<file path="src/rtl/digi_ota_cal_ctrl.sv">
// -----------------------------------------------------------------------------
// digi_ota_cal_ctrl
//
// Offset-calibration sequencer for the comparator-based OTA.
//
// When start_i is accepted, the block does the following:
//   1. It enables the OTA and shorts the OTA inputs.
//   2. It runs a successive-approximation search on the offset-trim code,
//      MSB first. The synchronised comparator output is the decision: 1 means
//      the trim is too high.
//   3. It releases the input short.
//   4. It keeps the OTA enabled in RUN with the resolved trim.
//
// Optional build macro: DIGI_OTA_CAL_MAJORITY_EN
//   Undefined : each bit decision uses a single comparator sample.
//   Defined   : DECIDE lasts 3 cycles, and the bit decision is the majority
//               of the 3 consecutive comparator samples.
//
// Parameters
//   TRIM_W      trim code width (2..8)
//   SETTLE_CYC  settle cycles before each decision (2..255). This also
//               covers the 2-flop comparator synchroniser.
//
// Ports
//   clk         clock
//   rst         synchronous, active-high reset
//   start_i     single-cycle calibration request (ignored while busy)
//   stop_i      return to IDLE and power down the OTA (wins over start_i)
//   cmp_in_i    asynchronous OTA comparator output
//   ota_en_o    OTA enable
//   short_en_o  input-short switch enable, only during calibration
//   trim_o      offset-trim code
//   busy_o      calibration in progress
//   done_o      one-cycle pulse on entry to RUN
//   cal_err_o   final trim saturated (all zeros or all ones); held until
//               the next accepted start or reset
//   state_o     current FSM state (0 IDLE, 1 SETTLE, 2 DECIDE, 3 RUN)
//
// Handshake: start_i and stop_i are level-sampled on every rising edge.
// start_i is accepted only in IDLE or RUN when stop_i is low. No
// acknowledge is returned; busy_o rises on the edge that accepts start_i.
// -----------------------------------------------------------------------------
module digi_ota_cal_ctrl #(
  parameter int TRIM_W     = 6,
  parameter int SETTLE_CYC = 4
) (
  input  logic              clk,
  input  logic              rst,
  input  logic              start_i,
  input  logic              stop_i,
  input  logic              cmp_in_i,
  output logic              ota_en_o,
  output logic              short_en_o,
  output logic [TRIM_W-1:0] trim_o,
  output logic              busy_o,
  output logic              done_o,
  output logic              cal_err_o,
  output logic [1:0]        state_o
);

  typedef enum logic [1:0] {
    ST_IDLE   = 2'd0,
    ST_SETTLE = 2'd1,
    ST_DECIDE = 2'd2,
    ST_RUN    = 2'd3
  } state_t;

  localparam int                PTR_W       = $clog2(TRIM_W);
  localparam logic [TRIM_W-1:0] MIDSCALE    = {1'b1, {(TRIM_W-1){1'b0}}};
  localparam logic [PTR_W-1:0]  PTR_MSB     = PTR_W'(TRIM_W-1);
  localparam logic [7:0]        SETTLE_LAST = 8'(SETTLE_CYC-1);

  state_t              state_q, state_d;
  logic [TRIM_W-1:0]   trim_q, trim_d, trim_next;
  logic [PTR_W-1:0]    ptr_q, ptr_d;
  logic [7:0]          cnt_q, cnt_d;
  logic                done_q, done_d;
  logic                cal_err_q, cal_err_d;
  logic                sync1_q, cmp_s_q;

  // The bit decision, and whether this DECIDE cycle is the one that commits it.
  logic                decide_last;
  logic                decision;

`ifdef DIGI_OTA_CAL_MAJORITY_EN
  logic [1:0]          dec_cnt_q, dec_cnt_d;
  logic [1:0]          samp_q, samp_d;

  // The first two samples are stored. The third sample is cmp_s_q itself on
  // the committing cycle.
  assign decide_last = (dec_cnt_q == 2'd2);
  assign decision    = (samp_q[0] & samp_q[1]) | (samp_q[0] & cmp_s_q) |
                       (samp_q[1] & cmp_s_q);
`else
  assign decide_last = 1'b1;
  assign decision    = cmp_s_q;
`endif

  // State and datapath registers
  always_ff @(posedge clk) begin
    if (rst) begin
      state_q   <= ST_IDLE;
      trim_q    <= '0;
      ptr_q     <= '0;
      cnt_q     <= '0;
      done_q    <= 1'b0;
      cal_err_q <= 1'b0;
      sync1_q   <= 1'b0;
      cmp_s_q   <= 1'b0;
`ifdef DIGI_OTA_CAL_MAJORITY_EN
      dec_cnt_q <= '0;
      samp_q    <= '0;
`endif
    end else begin
      state_q   <= state_d;
      trim_q    <= trim_d;
      ptr_q     <= ptr_d;
      cnt_q     <= cnt_d;
      done_q    <= done_d;
      cal_err_q <= cal_err_d;
      sync1_q   <= cmp_in_i;
      cmp_s_q   <= sync1_q;
`ifdef DIGI_OTA_CAL_MAJORITY_EN
      dec_cnt_q <= dec_cnt_d;
      samp_q    <= samp_d;
`endif
    end
  end

  // Next-state logic
  always_comb begin
    state_d   = state_q;
    trim_d    = trim_q;
    trim_next = trim_q;
    ptr_d     = ptr_q;
    cnt_d     = cnt_q;
    done_d    = 1'b0;
    cal_err_d = cal_err_q;
`ifdef DIGI_OTA_CAL_MAJORITY_EN
    dec_cnt_d = dec_cnt_q;
    samp_d    = samp_q;
`endif

    if (stop_i) begin
      // trim and cal_err are deliberately retained across a stop.
      state_d = ST_IDLE;
      cnt_d   = '0;
`ifdef DIGI_OTA_CAL_MAJORITY_EN
      dec_cnt_d = '0;
`endif
    end else begin
      unique case (state_q)
        ST_IDLE, ST_RUN: begin
          if (start_i) begin
            state_d   = ST_SETTLE;
            trim_d    = MIDSCALE;
            ptr_d     = PTR_MSB;
            cnt_d     = '0;
            cal_err_d = 1'b0;
          end
        end
        ST_SETTLE: begin
          if (cnt_q == SETTLE_LAST) begin
            state_d = ST_DECIDE;
            cnt_d   = '0;
          end else begin
            cnt_d = cnt_q + 8'd1;
          end
        end
        ST_DECIDE: begin
          if (decide_last) begin
`ifdef DIGI_OTA_CAL_MAJORITY_EN
            dec_cnt_d = '0;
`endif
            if (decision) trim_next[ptr_q] = 1'b0;
            if (ptr_q != '0) begin
              trim_next[ptr_q - 1'b1] = 1'b1;
              ptr_d   = ptr_q - 1'b1;
              state_d = ST_SETTLE;
            end else begin
              state_d   = ST_RUN;
              done_d    = 1'b1;
              cal_err_d = (trim_next == '0) || (trim_next == '1);
            end
            trim_d = trim_next;
          end else begin
`ifdef DIGI_OTA_CAL_MAJORITY_EN
            samp_d[dec_cnt_q[0]] = cmp_s_q;
            dec_cnt_d            = dec_cnt_q + 2'd1;
`endif
          end
        end
        default: state_d = ST_IDLE;
      endcase
    end
  end

  // Output decode
  always_comb begin
    ota_en_o   = 1'b0;
    short_en_o = 1'b0;
    busy_o     = 1'b0;
    unique case (state_q)
      ST_SETTLE, ST_DECIDE: begin
        ota_en_o   = 1'b1;
        short_en_o = 1'b1;
        busy_o     = 1'b1;
      end
      ST_RUN:  ota_en_o = 1'b1;
      default: ;
    endcase
  end

  assign trim_o    = trim_q;
  assign done_o    = done_q;
  assign cal_err_o = cal_err_q;
  assign state_o   = state_q;

endmodule
</file>
<file path="config.mk">
export PLATFORM = sky130hd
export DESIGN_NAME = digi_ota_cal_ctrl
export DESIGN_NICKNAME = d
export VERILOG_FILES = /design/src/rtl/digi_ota_cal_ctrl.sv
export SDC_FILE = /design/constraint.sdc
export NUM_CORES = 1
export LEC_CHECK = 0
export BUFFER_PORTS_ARGS = -buffer_cell sky130_fd_sc_hd__buf_2
export CAP_MARGIN = 0
export CORE_ASPECT_RATIO = 1.75
export CORE_MARGIN = 4
export CORE_UTILIZATION = 55
export CTS_CLUSTER_DIAMETER = 120
export CTS_CLUSTER_SIZE = 24
export DETAILED_ROUTE_END_ITERATION = 8
export PLACE_DENSITY = 0.77
export SLEW_MARGIN = 40
export SYNTH_ARGS = -nofsm -noshare
export SYNTH_HDL_FRONTEND = slang
export SYNTH_SLANG_ARGS = --single-unit
</file>
<file path="constraint.sdc">
create_clock -name clk -period 2.1 [get_ports clk]
set_input_delay 0.21 -clock clk [delete_from_list [all_inputs] [get_ports clk]]
set_output_delay 0.21 -clock clk [all_outputs]
set_load 0.05 [all_outputs]
</file>
==> results.toml <==
[timing]
grt_setup_unrepaired = "no"
layout_min_cycle_time_ns = 1.91
fin_worst_skew_ns = 0.0149
hold_violations = 0
max_freq_mhz = 525
tns_ns = 0
setup_viol = 0
slew_violations = 0
relSlewSlack = 0.690
tightest_slew_ns = 0.452
finalCritPeriodShare = 0.908

[cts]
clock_latency_ns = 0.32
clock-sinks = 23
cts_root_buffer = "clkbuf_4"
cts_resized = 0
cts_tree = "built"
cts_buffers = 3
cts_setup_buffers = 0
cts_hold_buffers = 0
clockBufferDepth = 2
clk_pin_slew_ns = 0.14
htree_levels = 1

[worst_setup_path]
path_max_fanout = 12
startpoint_type = "flop"
path_class = "reg -> reg"
end_kind = "flop"
cp.arrival_ns = 2.13
cp.required_ns = 2.32

[synth]
synth_common_cells = "23 x dfxtp_1, 11 x inv_1, 9 x nor3_1, 9 x o21ai_0, 8 x nor2_1"
netlist_top_cells_area = "dfxtp_1 36%, ha_1 6.8%, mux2_2 4.4%, a211oi_1 4.1%, nor3_1 3.5%"
synth_edf_count = 0
ys_types = 44
syn_avg_cell_area_um2 = 8.83
synth_top_area_frac = 0.360
syn-num-nets = 157
yosysWarnings = 0
ys_seq_elements = 23
netlist_area_um2 = 1280
yosysMostFrequentCell = "dfxtp_1"
synthFlopType = "dfxtp_1"
syn-instance-count = 145
synth_area_leader_cell = "dfxtp_1"
ys_seq_area_frac = 0.360
ys_async_sr_fraction = 0

[flow_run]
max_cap_viol_count = 0

[power]
power_density_nw_per_um2 = 581
power_frac_seq = 0.554
p_switching_uw = 250
pwr-share-clk = 0.254
intPower_uw = 570
switching_share = 0.305
leakage_nw = 0.510
pwr-share-comb = 0.192
max-vdd-ir-drop_v = 0.000366

[placed_design]
hpwl_um = 2240
gp_congestion = 0.874
placed_area_um2 = 1390
portBuffers = 17

[drt]
vias_per_cell = 6.07
vias = 1123
totalWireLength_um = 2850
final_antenna_net_count = 0
wl_met1_um = 1060
post_drt_wl_per_cell_um = 15.4
drtIter0Drc = 26
dr_wl_met2_um = 1650
drt-pass1-iter-count = 4
drcViolationCount = 0
top_layer = "met4"
wl_met3_um = 68

[finish]
register_area_um2 = 463
nets = 174
multi_input_area_um2 = 751
final_area_um2 = 1410
nFillCells = 198
layout-drive-gt1-share = 0.236
area_growth_syn_to_layout_pct = 10.4
n_antenna_cell = 0

[run_status]
status = "finished, final reports clean"

[min_path]
hold_class = "in -> reg"

[grt]
grt_overflow = 0
grt_pass1_vias = 1085
grt_first_pass_wirelength_um = 4680
antenna_found_initial = 0
grt_usage = 0.189
grt_max_degree = 18

[die]
io_pins = 18
die_h_um = 71.8
coreArea_um2 = 2150
initial_core_util = 0.596
num_rows = 22
chipWidth_um = 44.5
dieArea_um2 = 3190
path summary, 6_finish.rpt:
check	startpoint	endpoint	slack (ns)	depth (start not counted)
max	state_o[0]	ptr_q[0]	0.19	6
min	cmp_in_i	sync1_q	0.11	2
max reg2reg	state_o[0]	ptr_q[0]	0.19	6
min reg2reg	sync1_q	cmp_s_q	0.46	1
state kept, by name (all words and copies together), names as in the netlist:
signal and count:
cmp_s_q 1, trim_o 6, cal_err_o 1, done_o 1, cnt_q 8, state_o 2
sync1_q 1, ptr_q 3
power groups by stage:
stage | logic (mW) | clock network, mW | registers, mW
floorplan | 0.114 | 0 | 0.476
global placement | 0.154 | 0 | 0.464
detailed placement | 0.158 | 0 | 0.464
CTS | 0.158 | 0.212 | 0.454
global route | 0.172 | 0.221 | 0.456
finish | 0.158 | 0.208 | 0.454
cell usage in the layout, fill, tap and decap left out, drive strengths merged, types with 2 or more instances in the layout:
| master | synthesis | final |
|---|---|---|
| a211oi | 7 | 7 |
| a21boi | 3 | 3 |
| a21oi | 5 | 5 |
| a31oi | 2 | 2 |
| a32oi | 2 | 2 |
| a41oi | 2 | 2 |
| buf | 4 | 19 |
| clkbuf | 3 | 3 |
| dfxtp | 23 | 23 |
| ha | 7 | 7 |
| inv | 11 | 11 |
| mux2 | 5 | 5 |
| nand2 | 6 | 6 |
| nand3 | 2 | 2 |
| nand3b | 2 | 2 |
| nand4 | 4 | 4 |
| nor2 | 9 | 9 |
| nor2b | 3 | 3 |
| nor3 | 10 | 10 |
| nor4 | 2 | 2 |
| o21ai | 10 | 10 |
| o22ai | 3 | 3 |
| or3 | 2 | 2 |
| or3b | 2 | 2 |
| xnor2 | 3 | 3 |
| xor2 | 3 | 3 |
per-layer routing:
layer	vias up	global-route usage
met5	-	0
met2	16	0.373
met1	533	0.179
li1	566	-
met3	8	0.0176
met4	0	0.0906
critical path, stage by stage (launching register included):
cell      delay, ns
dfxtp_2        0.38
inv_1          0.09
ha_4           0.28
nor2_2         0.40
nor3_1         0.13
mux2_2         0.29
a221oi_1       0.23
logic make-up after synthesis:
logic type | Yosys count | synth area share
buffers and inverters | 18 | 0.0635
AOI/OAI and AO/OA | 41 | 0.217
adders and majority gates | 7 | 0.0684
DFF | 23 | 0.360
and+or+nand+nor | 44 | 0.198
xor gates and xnor gates | 6 | 0.0411
muxes | 6 | 0.0518
metrics by stage:
step / total power, mW / util / setup WS [ns] / hold slack, ns / std cells
after global routing: 0.849 / 0.658 / 0.0372 / 0.140 / 185
after detailed placement: 0.622 / 0.645 / 0.250 / 0.428 / 181
after floorplan: 0.590 / - / 0.134 / 0.338 / 145
final: 0.820 / 0.658 / 0.194 / 0.109 / 185
after global placement: 0.618 / 0.645 / 0.318 / 0.417 / 181
after CTS: 0.824 / 0.658 / 0.203 / 0.107 / 185
final cells by class:
| cell class | instances | share of cell area |
|---|---|---|
| inverter | 11 | 0.0292 |
| multi-input combinational | 104 | 0.531 |
| sequential | 23 | 0.328 |
| timing repair buffer | 19 | 0.0709 |
| clock buffer | 3 | 0.0159 |
| tap | 24 | 0.0213 |
| clock inverter | 1 | 0.00354 |
Note: power is estimated with default switching activity, not from simulation.
